<file path="src/rtl/simple_loader.sv">
// Boot-time program loader: assembles a length-prefixed big-endian byte stream
// into 16-bit words, writes them to RAM from address 0, and holds the core in reset until done.
module simple_loader #(
  parameter int unsigned ADDR_W = 12,
  parameter int unsigned DATA_W = 16
) (
  input  logic              clk,
  input  logic              rst,
  input  logic [7:0]        in_data,
  input  logic              in_valid,
  output logic              in_ready,
  input  logic              load_req,
  output logic              ram_we,
  output logic [ADDR_W-1:0] ram_addr,
  output logic [DATA_W-1:0] ram_wdata,
  output logic              cpu_rst,
  output logic              done,
  output logic              err
);

  // 17-bit count so a 16-bit header can be compared against a depth of up to 2^16
  localparam int unsigned CNT_W = 17;
  localparam logic [CNT_W-1:0] DEPTH = CNT_W'(1) << ADDR_W;

  typedef enum logic [2:0] {
    S_LEN_HI,
    S_LEN_LO,
    S_DAT_HI,
    S_DAT_LO,
    S_WRITE,
    S_DONE,
    S_ERR
  } state_t;

  state_t           state;
  logic [7:0]       hi_byte;
  logic [CNT_W-1:0] remaining;
  logic [15:0]      len_word;
  logic             xfer;

  // Decoded from the state register only; no path from in_valid
  assign in_ready = (state == S_LEN_HI) || (state == S_LEN_LO) ||
                    (state == S_DAT_HI) || (state == S_DAT_LO);
  assign xfer     = in_valid & in_ready;
  assign len_word = {hi_byte, in_data};

  always_ff @(posedge clk) begin
    if (rst) begin
      state     <= S_LEN_HI;
      hi_byte   <= 8'd0;
      remaining <= '0;
      ram_we    <= 1'b0;
      ram_addr  <= '0;
      ram_wdata <= '0;
      cpu_rst   <= 1'b1;
      done      <= 1'b0;
      err       <= 1'b0;
    end else begin
      ram_we <= 1'b0;
      case (state)
        S_LEN_HI: begin
          if (xfer) begin
            hi_byte <= in_data;
            state   <= S_LEN_LO;
          end
        end
        S_LEN_LO: begin
          if (xfer) begin
            remaining <= CNT_W'(len_word);
            if (len_word == 16'd0) begin
              state   <= S_DONE;
              cpu_rst <= 1'b0;
              done    <= 1'b1;
            end else if (CNT_W'(len_word) > DEPTH) begin
              state <= S_ERR;
              err   <= 1'b1;
            end else begin
              state <= S_DAT_HI;
            end
          end
        end
        S_DAT_HI: begin
          if (xfer) begin
            hi_byte <= in_data;
            state   <= S_DAT_LO;
          end
        end
        S_DAT_LO: begin
          if (xfer) begin
            ram_wdata <= DATA_W'({hi_byte, in_data});
            ram_we    <= 1'b1;
            state     <= S_WRITE;
          end
        end
        S_WRITE: begin
          // Address wraps to 0 after a full-depth image and is not written again
          ram_addr  <= ram_addr + ADDR_W'(1);
          remaining <= remaining - CNT_W'(1);
          if (remaining == CNT_W'(1)) begin
            state   <= S_DONE;
            cpu_rst <= 1'b0;
            done    <= 1'b1;
          end else begin
            state <= S_DAT_HI;
          end
        end
        S_DONE: begin
          if (load_req) begin
            state    <= S_LEN_HI;
            ram_addr <= '0;
            cpu_rst  <= 1'b1;
            done     <= 1'b0;
          end
        end
        S_ERR: begin
          if (load_req) begin
            state    <= S_LEN_HI;
            ram_addr <= '0;
            err      <= 1'b0;
          end
        end
        default: state <= S_LEN_HI;
      endcase
    end
  end

endmodule

</file>
<file path="config.mk">
export PLATFORM = sky130hd
export DESIGN_NAME = simple_loader
export DESIGN_NICKNAME = d
export VERILOG_FILES = /design/src/rtl/simple_loader.sv
export SDC_FILE = /design/constraint.sdc
export NUM_CORES = 1
export LEC_CHECK = 0
export CAP_MARGIN = 10
export CORE_ASPECT_RATIO = 0.75
export CORE_MARGIN = 8
export CORE_UTILIZATION = 40
export CTS_CLUSTER_DIAMETER = 120
export CTS_CLUSTER_SIZE = 30
export DETAILED_ROUTE_END_ITERATION = 10
export GPL_ROUTABILITY_DRIVEN = 1
export PLACE_DENSITY = 0.61
export RECOVER_POWER = 100
export SYNTH_ARGS = -nofsm -noshare
export SYNTH_HDL_FRONTEND = slang
export SYNTH_SLANG_ARGS = --single-unit
</file>
<file path="constraint.sdc">
create_clock -name clk -period 1.7 [get_ports clk]
set_input_delay 0.34 -clock clk [delete_from_list [all_inputs] [get_ports clk]]
set_output_delay 0.34 -clock clk [all_outputs]
set_load 0.005 [all_outputs]
</file>
==> flow_metrics.tcl, run 1 <==
set metrics [dict create \
    ys_seq_area_frac 0.402 \
    cp.depth 6 \
    status "finished, violations left" \
    track_usage 0.181 \
    slowest_stage "or4_4" \
    finClkSkew_ns 0.00747 \
    maxCapViolCount 0 \
    port_buffers 44 \
    cts_buffer_depth 2 \
    relSlewSlack 0.676 \
    gr-total-overflow 0 \
    synth.avg_cell_area_um2 7.92 \
    crit_top_cell "or4_4" \
    min_to "ram_addr[1]$_SDFFE_PP0P_" \
    path_class "reg -> reg" \
    drive_above_1_share 0.283 \
    start_kind "flip-flop" \
    antenna_found_initial 0 \
    post-route-drc-count 0 \
    start_util 0.409 \
    wl_per_cell_um 15.8 \
    drt-initial-drc-count 210 \
    worstPathMaxFanout 4 \
    synth-edff-count 0 \
    dr.pass1.iters 4 \
    cts.clk_slew.worst_paths_ns 0.07 \
    hold_class "in -> reg" \
    hold_depth 2 \
    die_x_um 116 \
    syn_inst 377 \
    routed_wl_mm 9.23 \
    violations "setup timing" \
    p_leak_uw 0.00172 \
    rsz0062_at_grt "yes" \
    worst_slew_pin_slew_ns 0.482 \
    grt_pass1_vias 2973 \
    place_congestion 0.852 \
    async_flop_share 0 \
    worst_slack_ns -0.227 \
    hp-start "rst" \
    rr_endpoint "remaining[13]$_SDFFE_PP0P_" \
    htreeDepth 3 \
    hpwlAfterDp_mm 6.60 \
    drv_slew 0 \
    ys_ff_latch 60 \
    design.core.area_um2 7300 \
    cp_num_buf_inv 1 \
    area_growth_pct 47.7 \
    numClockSinks 60 \
    max_freq_mhz 519 \
    ant_nets 0 \
    cp_cell_sequence "buf_12, or4_4, or4_4, nor2_4, xnor2_2, o31ai_2" \
    ctsRootBufferMaster "clkbuf_8" \
    synthesis.area_um2 2990 \
    num_antenna_cells 0 \
    fin_nets 494 \
    fin_total_pwr_uw 4050 \
    crit_path_max_incr_delay_ns 0.53 \
    grt_first_pass_wirelength_mm 15.0 \
    num-fill-cells 691 \
    post-place-ws_ns -0.623 \
    fp.dieH_um 90.8 \
    yosysWarnings 0 \
    ios 45 \
    insertion_delay_ns 0.35 \
    r2r_start "remaining[0]$_SDFFE_PP0P_" \
    vias 3124 \
    cts_buffers 9 \
    setup_viol 24 \
    cp.required_ns 1.97 \
    peakVddDrop_mv 0.509 \
    dieArea_um2 10500 \
    hold_viol 0 \
    final.period_utilization 1.13 \
    arrival_ns 2.20 \
    powerDensity_nw_per_um2 918 \
    rows 27 \
    r2r_slack_ns -0.23 \
    period_needed_ns 1.93 \
    cts_tree "yes" \
    synthesis.nets 392 \
    synthFlopType "dfxtp_1" \
    path_delay_family "simple AND/OR/NAND/NOR gates" \
    end_kind "flip-flop" \
    r2r_cells 6 \
    yosysUniqueCellTypes 58 \
    grt_start_max_net_pins 29 \
    viasPerCell 5.34 \
]
-- kinds of logic (layout without fill, tap and decap cells) --
kind of cell / count (synthesis) / count (layout) / synth area share
multiplexers: 8 / 8 / 0.0268
XOR/XNOR: 10 / 10 / 0.0293
adder cells (fa/ha/maj): 3 / 3 / 0.0126
flip-flops: 60 / 60 / 0.402
buffers and inverters: 31 / 138 / 0.0545
AO/OA/AOI/OAI: 101 / 101 / 0.208
AND/OR/NAND/NOR: 164 / 164 / 0.266
-- layout make-up --
class | instances | area [um2] | area share
Sequential cell | 60 | 1210 | 0.274
Timing Repair Buffer | 115 | 995 | 0.226
Clock inverter | 5 | 83.8 | 0.0190
Multi-Input combinational cell | 286 | 1820 | 0.412
Tap cell | 101 | 126 | 0.0287
Inverter | 7 | 26.3 | 0.00596
Clock buffer | 11 | 151 | 0.0343
-- routing by layer --
metal  part of all wire  routed length, um  up-vias  global-route usage
met5                  0                  0        -                   0
met4              0.013                123        0              0.0667
met3              0.051                467       10              0.0428
met2               0.45               4140       75               0.271
met1               0.49               4510     1488               0.243
li1                   -                  -     1551                   -
-- report_power, final --
group | internal [uW] | leakage, uW | switching [uW] | total [uW]
Combinational | 510 | 0.00112 | 525 | 1040
Sequential | 1460 | 0.000489 | 40.3 | 1500
Clock | 907 | 0.000112 | 608 | 1520
Total | 2880 | 0.00172 | 1170 | 4050
-- timing repair --
action                     in CTS  in global routing
hold buffers                    0                  0
setup endpoints to repair      20                 26
pin swaps                      14                  4
resized for setup              33                 18
buffers inserted                5                  0
-- placed cells by master (no fill, tap or decap), drive strengths merged, types with 3 or more instances in the layout --
cell            n
buf            67
dfxtp          60
nand2          54
nor2           49
a21oi          42
dlygate4sd3    23
o21ai          20
clkdlybuf4s50  16
clkbuf         16
nor4           11
nor3           10
mux2i           8
xor2            7
a31oi           7
or3             7
inv             7
nand3           6
nand4           5
nor3b           5
a22oi           4
a22o            4
dlygate4sd2     4
a211oi          4
or4             3
nand2b          3
xnor2           3
ha              3
-- state kept, by name (all words and copies together) (netlist names) --
name,count
cpu_rst,1
done,1
err,1
hi_byte,8
ram_addr,12
ram_wdata,16
ram_we,1
remaining,17
state,3
-- worst max path at each step --
stage / from / to
2_1_floorplan: remaining[0]$_SDFFE_PP0P_ / done$_SDFFE_PP0P_
3_3_place_gp: in_data[7] / state[2]$_SDFFE_PP0P_
3_5_place_dp: in_data[7] / state[2]$_SDFFE_PP0P_
4_1_cts: remaining[0]$_SDFFE_PP0P_ / remaining[13]$_SDFFE_PP0P_
5_1_grt: remaining[0]$_SDFFE_PP0P_ / remaining[13]$_SDFFE_PP0P_
6_report: remaining[0]$_SDFFE_PP0P_ / remaining[13]$_SDFFE_PP0P_
-- synthesized netlist by cell type (4+ instances only) --
cell	number	area [um2]
xor2_1	7	61.3
nor2_1	48	180
a21oi_1	42	210
a22o_1	4	35.0
or3_1	6	37.5
inv_1	7	26.3
clkbuf_1	15	56.3
o21ai_0	20	100
dfxtp_1	60	1200
nand2_1	54	203
nand4_1	5	31.3
nor3_1	10	50.1
mux2i_1	8	80.1
a211oi_1	4	30.0
nand3_1	6	30.0
a31oi_1	7	43.8
nor4_1	11	68.8
nor3b_1	4	30.0
a22oi_1	4	30.0
-- worst register-to-register path, delay by kind of cell (launching register included) --
| kind | cells | cell delay, ns |
|---|---|---|
| AND/OR/NAND/NOR | 3 | 1.13 |
| AO/OA/AOI/OAI | 1 | 0.19 |
| buffers and inverters | 1 | 0.12 |
| flip-flops | 1 | 0.34 |
| XOR/XNOR | 1 | 0.07 |
-- metrics by stage --
step | hold slack (ns) | utilization | cell area (um2) | setup TNS, ns | cells
global route | 0.437 | 0.604 | 4410 | -5.30 | 585
CTS | 0.409 | 0.604 | 4410 | -1.94 | 585
finish | 0.417 | 0.604 | 4410 | -2.49 | 585
detailed placement | 0.446 | 0.554 | 4040 | -8.30 | 564
floorplan | 0.451 | - | 3080 | -0.254 | 377
global placement | 0.442 | 0.554 | 4040 | -7.74 | 564
Power figures use the tool's default switching activity.
==> run 2, diff against run 1 <==
Settings changed: CORE_UTILIZATION 40 to 38, HOLD_SLACK_MARGIN set to 0.02, PLACE_DENSITY 0.61 to 0.59.
==> run 2 against run 1 <==
Against the previous run: the flow still finishes with violations (setup timing); sequential cell count unchanged; total power down 5.1%; core utilization down 3.4 points; non-clock buffer count up 3; count of clock-buffer cells in the layout unchanged; register-to-register slack better by 0.04 ns; combinational power about the same; critical path type unchanged.
==> flow_metrics.tcl, run 2 (synthesized netlist as in run 1, its figures left out) <==
set metrics [dict create \
    viasPerCell 5.15 \
    cts_buffer_depth 2 \
    grt_first_pass_wirelength_mm 15.0 \
    dr.pass1.iters 4 \
    period_needed_ns 1.89 \
    rsz0062_at_grt "yes" \
    post-route-drc-count 0 \
    cts.clk_slew.worst_paths_ns 0.07 \
    antenna_found_initial 0 \
    rows 28 \
    powerDensity_nw_per_um2 871 \
    final.period_utilization 1.11 \
    multi_input_comb_area_um2 1830 \
    numClockSinks 60 \
    end_kind "flip-flop" \
    worst_slack_ns -0.187 \
    num-fill-cells 731 \
    wl_per_cell_um 15.4 \
    track_usage 0.170 \
    ant_nets 0 \
    crit_path_max_incr_delay_ns 0.47 \
    fp.dieH_um 92.8 \
    cts_buffers 9 \
    grt_start_max_net_pins 27 \
    routed_wl_mm 9.09 \
    arrival_ns 2.19 \
    maxCapViolCount 0 \
    largest_registers "remaining x17, ram_wdata x16, ram_addr x12" \
    grt_pass1_vias 2946 \
    largest_register "remaining" \
    post-place-ws_ns -0.648 \
    cp_cell_sequence "inv_2, ha_2, or4b_4, nor4_4, buf_4, nand2_1, o22ai_1, a22o_1" \
    place_congestion 0.845 \
    ios 45 \
    port_buffers 44 \
    relSlewSlack 0.649 \
    cts_tree "yes" \
    setup_viol 22 \
    cp.required_ns 2.00 \
    finClkSkew_ns 0.0125 \
    fin_total_pwr_uw 3850 \
    drive_above_1_share 0.267 \
    fin_setup_tns_ns -2.39 \
    max_freq_mhz 530 \
    hpwlAfterDp_mm 6.63 \
    gr-total-overflow 0 \
    largest_register_ffs 17 \
    insertion_delay_ns 0.35 \
    drv_slew 0 \
    final_common_cell "buf_4" \
    design.core.area_um2 7740 \
    ctsRootBufferMaster "clkbuf_8" \
    r2r_slack_ns -0.19 \
    hold_viol 0 \
    final_cell_mix "63 x buf_4, 56 x dfxtp_1, 54 x nand2_1, 46 x nor2_1, 40 x a21oi_1" \
    num_antenna_cells 0 \
    slowest_stage "or4b_4" \
    area_growth_pct 47.9 \
    status "finished, violations left" \
    peakVddDrop_mv 0.463 \
    utilization 0.570 \
    start_kind "flip-flop" \
    p_leak_uw 0.00172 \
    regArea_um2 1210 \
    dieArea_um2 11000 \
    path_class "reg -> reg" \
    die_x_um 118 \
    fin_nets 497 \
    worst_slew_pin_slew_ns 0.522 \
    start_util 0.386 \
    hold_class "in -> reg" \
    worstPathMaxFanout 2 \
    vias 3046 \
    violations "setup timing" \
    htreeDepth 3 \
    drt-initial-drc-count 183 \
]
-- run 2: changes by cell type in the layout (fill, tap and decap cells not counted), sizes merged --
cell           delta
clkinvlp          +1
dlygate4sd3       -5
buf               +3
clkdlybuf4s50     +5
bufinv            -1
-- run 2: what timing repair did --
action | in CTS | in global routing
hold buffers | 0 | 0
pin swaps | 14 | 6
gates resized for setup | 26 | 18
setup buffers | 3 | 3
endpoints found under the setup margin | 20 | 27
-- run 2: metrics by stage --
| stage | instance area, um2 | cells | hold WS (ns) |
|---|---|---|---|
| 3_3_place_gp | 4050 | 570 | 0.443 |
| 2_1_floorplan | 3080 | 377 | 0.451 |
| 6_report | 4420 | 592 | 0.432 |
| 5_1_grt | 4420 | 592 | 0.462 |
| 3_5_place_dp | 4050 | 570 | 0.448 |
| 4_1_cts | 4360 | 589 | 0.434 |
-- run 2: area by class of cell --
type / count / area share
clock buffer: 11 / 0.0320
clock inverter: 5 / 0.0139
inverter: 7 / 0.00595
multi-input combinational: 286 / 0.413
sequential: 60 / 0.273
tap: 105 / 0.0297
timing repair buffer: 118 / 0.232
-- run 2: where the power goes --
| group | leakage (uW) | switching (uW) | internal (uW) |
|---|---|---|---|
| Clock | 0.0000918 | 607 | 719 |
| Combinational | 0.00114 | 514 | 509 |
| Sequential | 0.000488 | 37.6 | 1460 |
-- run 2: worst paths after layout --
path                                  start                   endpoint  cells after the start
setup / recovery  remaining[1]$_SDFFE_PP0P_      state[2]$_SDFFE_PP0P_                      8
setup reg to reg  remaining[1]$_SDFFE_PP0P_      state[2]$_SDFFE_PP0P_                      8
hold / removal                          rst   ram_addr[0]$_SDFFE_PP0P_                      2
hold reg to reg   ram_wdata[3]$_SDFFE_PP0P_  ram_wdata[3]$_SDFFE_PP0P_                      2
-- run 2: worst max-delay path, delay by kind of cell (launching register included) --
family | cells | cell delay (ns)
and+or+nand+nor | 3 | 0.83
DFF | 1 | 0.33
AOI/OAI and AO/OA | 2 | 0.29
buffers and inverters | 2 | 0.22
adders and majority gates | 1 | 0.17
-- run 2: routing by layer --
layer	routed length [um]	share of wire	GRT usage
met5	0	0	0
met4	96	0.011	0.0553
met3	554	0.061	0.0468
met2	3880	0.43	0.242
met1	4570	0.50	0.241
==> run 3, diff against run 2 <==
Settings changed: CORE_UTILIZATION 38 to 49, CTS_CLUSTER_SIZE 30 to 25, PLACE_DENSITY 0.59 to 0.73.
==> run 3 against run 2 <==
Against the previous run: the flow still finishes with violations (setup timing); critical path type unchanged; clock skew is 0.0016 ns lower; maximum frequency is 0.84% lower; first-iteration DRC count is 85% higher; design area is 1.3% higher; critical path depth is 2 lower; largest cell class unchanged; clock power hardly changed; largest power group unchanged.
==> flow_metrics.tcl, run 3 (synthesized netlist as in run 1, its figures left out) <==
set metrics [dict create \
    crit_path_max_incr_delay_ns 0.52 \
    post-route-drc-count 0 \
    insertion_delay_ns 0.35 \
    finClkSkew_ns 0.0109 \
    arrival_ns 2.17 \
    wl_per_cell_um 17.3 \
    rr_endpoint "remaining[13]$_SDFFE_PP0P_" \
    ant_nets 0 \
    numClockSinks 60 \
    max_freq_mhz 525 \
    num-fill-cells 422 \
    cts_hold_buf 0 \
    setup_viol 18 \
    rows 24 \
    end_kind "flip-flop" \
    final_common_cell "buf_4" \
    status "finished, violations left" \
    fin_setup_tns_ns -2.46 \
    dp.cells 539 \
    cts_buffers 9 \
    start_kind "flip-flop" \
    final.period_utilization 1.12 \
    drt-initial-drc-count 338 \
    drv_slew 0 \
    path_delay_family "simple AND/OR/NAND/NOR gates" \
    place_congestion 0.899 \
    start_util 0.510 \
    largest_register "remaining" \
    holdWs_ns 0.446 \
    regArea_um2 1210 \
    vias 3300 \
    fp.dieH_um 83.6 \
    cts_tree "yes" \
    dr.pass1.iters 4 \
    cts_buffer_depth 2 \
    r2r_slack_ns -0.20 \
    drive_above_1_share 0.302 \
    viasPerCell 5.81 \
    violations "setup timing" \
    area_growth_pct 49.9 \
    hold_depth 2 \
    fin_nets 500 \
    routed_wl_mm 9.81 \
    hold_viol 0 \
    dieArea_um2 8870 \
    p_leak_uw 0.00175 \
    grt_pass1_vias 3181 \
    num_antenna_cells 0 \
    cp_cell_sequence "buf_6, or4_4, or4_4, nor2_4, xnor2_2, o31ai_2" \
    worst_slew_pin_slew_ns 0.473 \
    fin_cells 568 \
    worst_slack_ns -0.203 \
    cts.clk_slew.worst_paths_ns 0.08 \
    largest_register_ffs 17 \
    r2r_cells 6 \
    grt_first_pass_wirelength_mm 15.7 \
    multi_input_comb_area_um2 1870 \
    port_buffers 44 \
    powerDensity_nw_per_um2 884 \
    ctsRootBufferMaster "clkbuf_8" \
    final_cell_mix "63 x buf_4, 55 x dfxtp_1, 53 x nand2_1, 45 x nor2_1, 36 x a21oi_1" \
    antenna_found_initial 0 \
    crit_top_cell "or4_4" \
    grt_start_max_net_pins 29 \
    largest_registers "remaining x17, ram_wdata x16, ram_addr x12" \
    ios 45 \
    worstPathMaxFanout 3 \
    r2r_start "remaining[0]$_SDFFE_PP0P_" \
    path_class "reg -> reg" \
    hpwlAfterDp_mm 6.54 \
    maxCapViolCount 0 \
    design.core.area_um2 5860 \
    htreeDepth 3 \
    gr-total-overflow 0 \
    track_usage 0.215 \
    utilization 0.764 \
    hold_class "in -> reg" \
    cp_num_buf_inv 1 \
    cp.required_ns 1.97 \
    peakVddDrop_mv 0.692 \
    hp-start "rst" \
    min_to "ram_wdata[15]$_SDFFE_PP0P_" \
    rsz0062_at_grt "yes" \
    period_needed_ns 1.90 \
    relSlewSlack 0.682 \
    slowest_stage "or4_4" \
    die_x_um 106 \
]
run 3: changes by cell type in the layout (fill, tap and decap cells not counted), moves of 2 or more:
| cell | delta |
|---|---|
| nor4_2 | +2 |
| nor4_4 | -2 |
| clkbuf_4 | -2 |
| o21ai_1 | -2 |
| clkbuf_1 | -2 |
| o21ai_2 | +2 |
| buf_6 | +5 |
| a21oi_2 | +4 |
| a21oi_1 | -4 |
run 3: what timing repair did:
item | CTS | global route
gates cloned | 0 | 0
pin swaps | 12 | 19
resized for setup | 40 | 28
setup buffers | 10 | 6
setup endpoints to repair | 20 | 24
run 3: cell type report:
cell class / count / share of cell area
multi-input cells: 286 / 0.418
flip-flops and latches: 60 / 0.270
repair buffers: 121 / 0.238
clock buffers: 11 / 0.0316
well taps: 78 / 0.0218
clock inverters: 5 / 0.0137
inverters: 7 / 0.00643
run 3: how the worst max path moves through the flow:
stage,from,cells after the start,to
2_1_floorplan,remaining[0]$_SDFFE_PP0P_,6,done$_SDFFE_PP0P_
3_5_place_dp,in_data[7],6,state[2]$_SDFFE_PP0P_
6_report,remaining[0]$_SDFFE_PP0P_,6,remaining[13]$_SDFFE_PP0P_
5_1_grt,in_data[2],6,state[2]$_SDFFE_PP0P_
4_1_cts,remaining[0]$_SDFFE_PP0P_,6,remaining[13]$_SDFFE_PP0P_
3_3_place_gp,in_data[7],6,state[2]$_SDFFE_PP0P_
run 3: routing by layer:
layer / vias up / track usage / routed length [um]
met3: 25 / 0.0733 / 744
met5: - / 0 / 0
met4: 0 / 0.0561 / 167
li1: 1566 / - / -
met2: 125 / 0.334 / 4530
met1: 1584 / 0.277 / 4370
run 3: power breakdown:
| part | internal, uW | leakage, uW | switching [uW] |
|---|---|---|---|
| sequential | 1460 | 0.000489 | 41.0 |
| clock | 719 | 0.0000918 | 608 |
| combinational | 554 | 0.00117 | 575 |
run 3: stage by stage:
| step | setup slack (ns) | cell area [um2] | total power (uW) |
|---|---|---|---|
| final | -0.203 | 4470 | 3960 |
| after global routing | -0.261 | 4470 | 4110 |
| after CTS | -0.191 | 4400 | 3880 |
| after detailed placement | -0.636 | 3990 | 2410 |
| after global placement | -0.605 | 3990 | 2400 |
| after floorplan | -0.0764 | 3080 | 2030 |
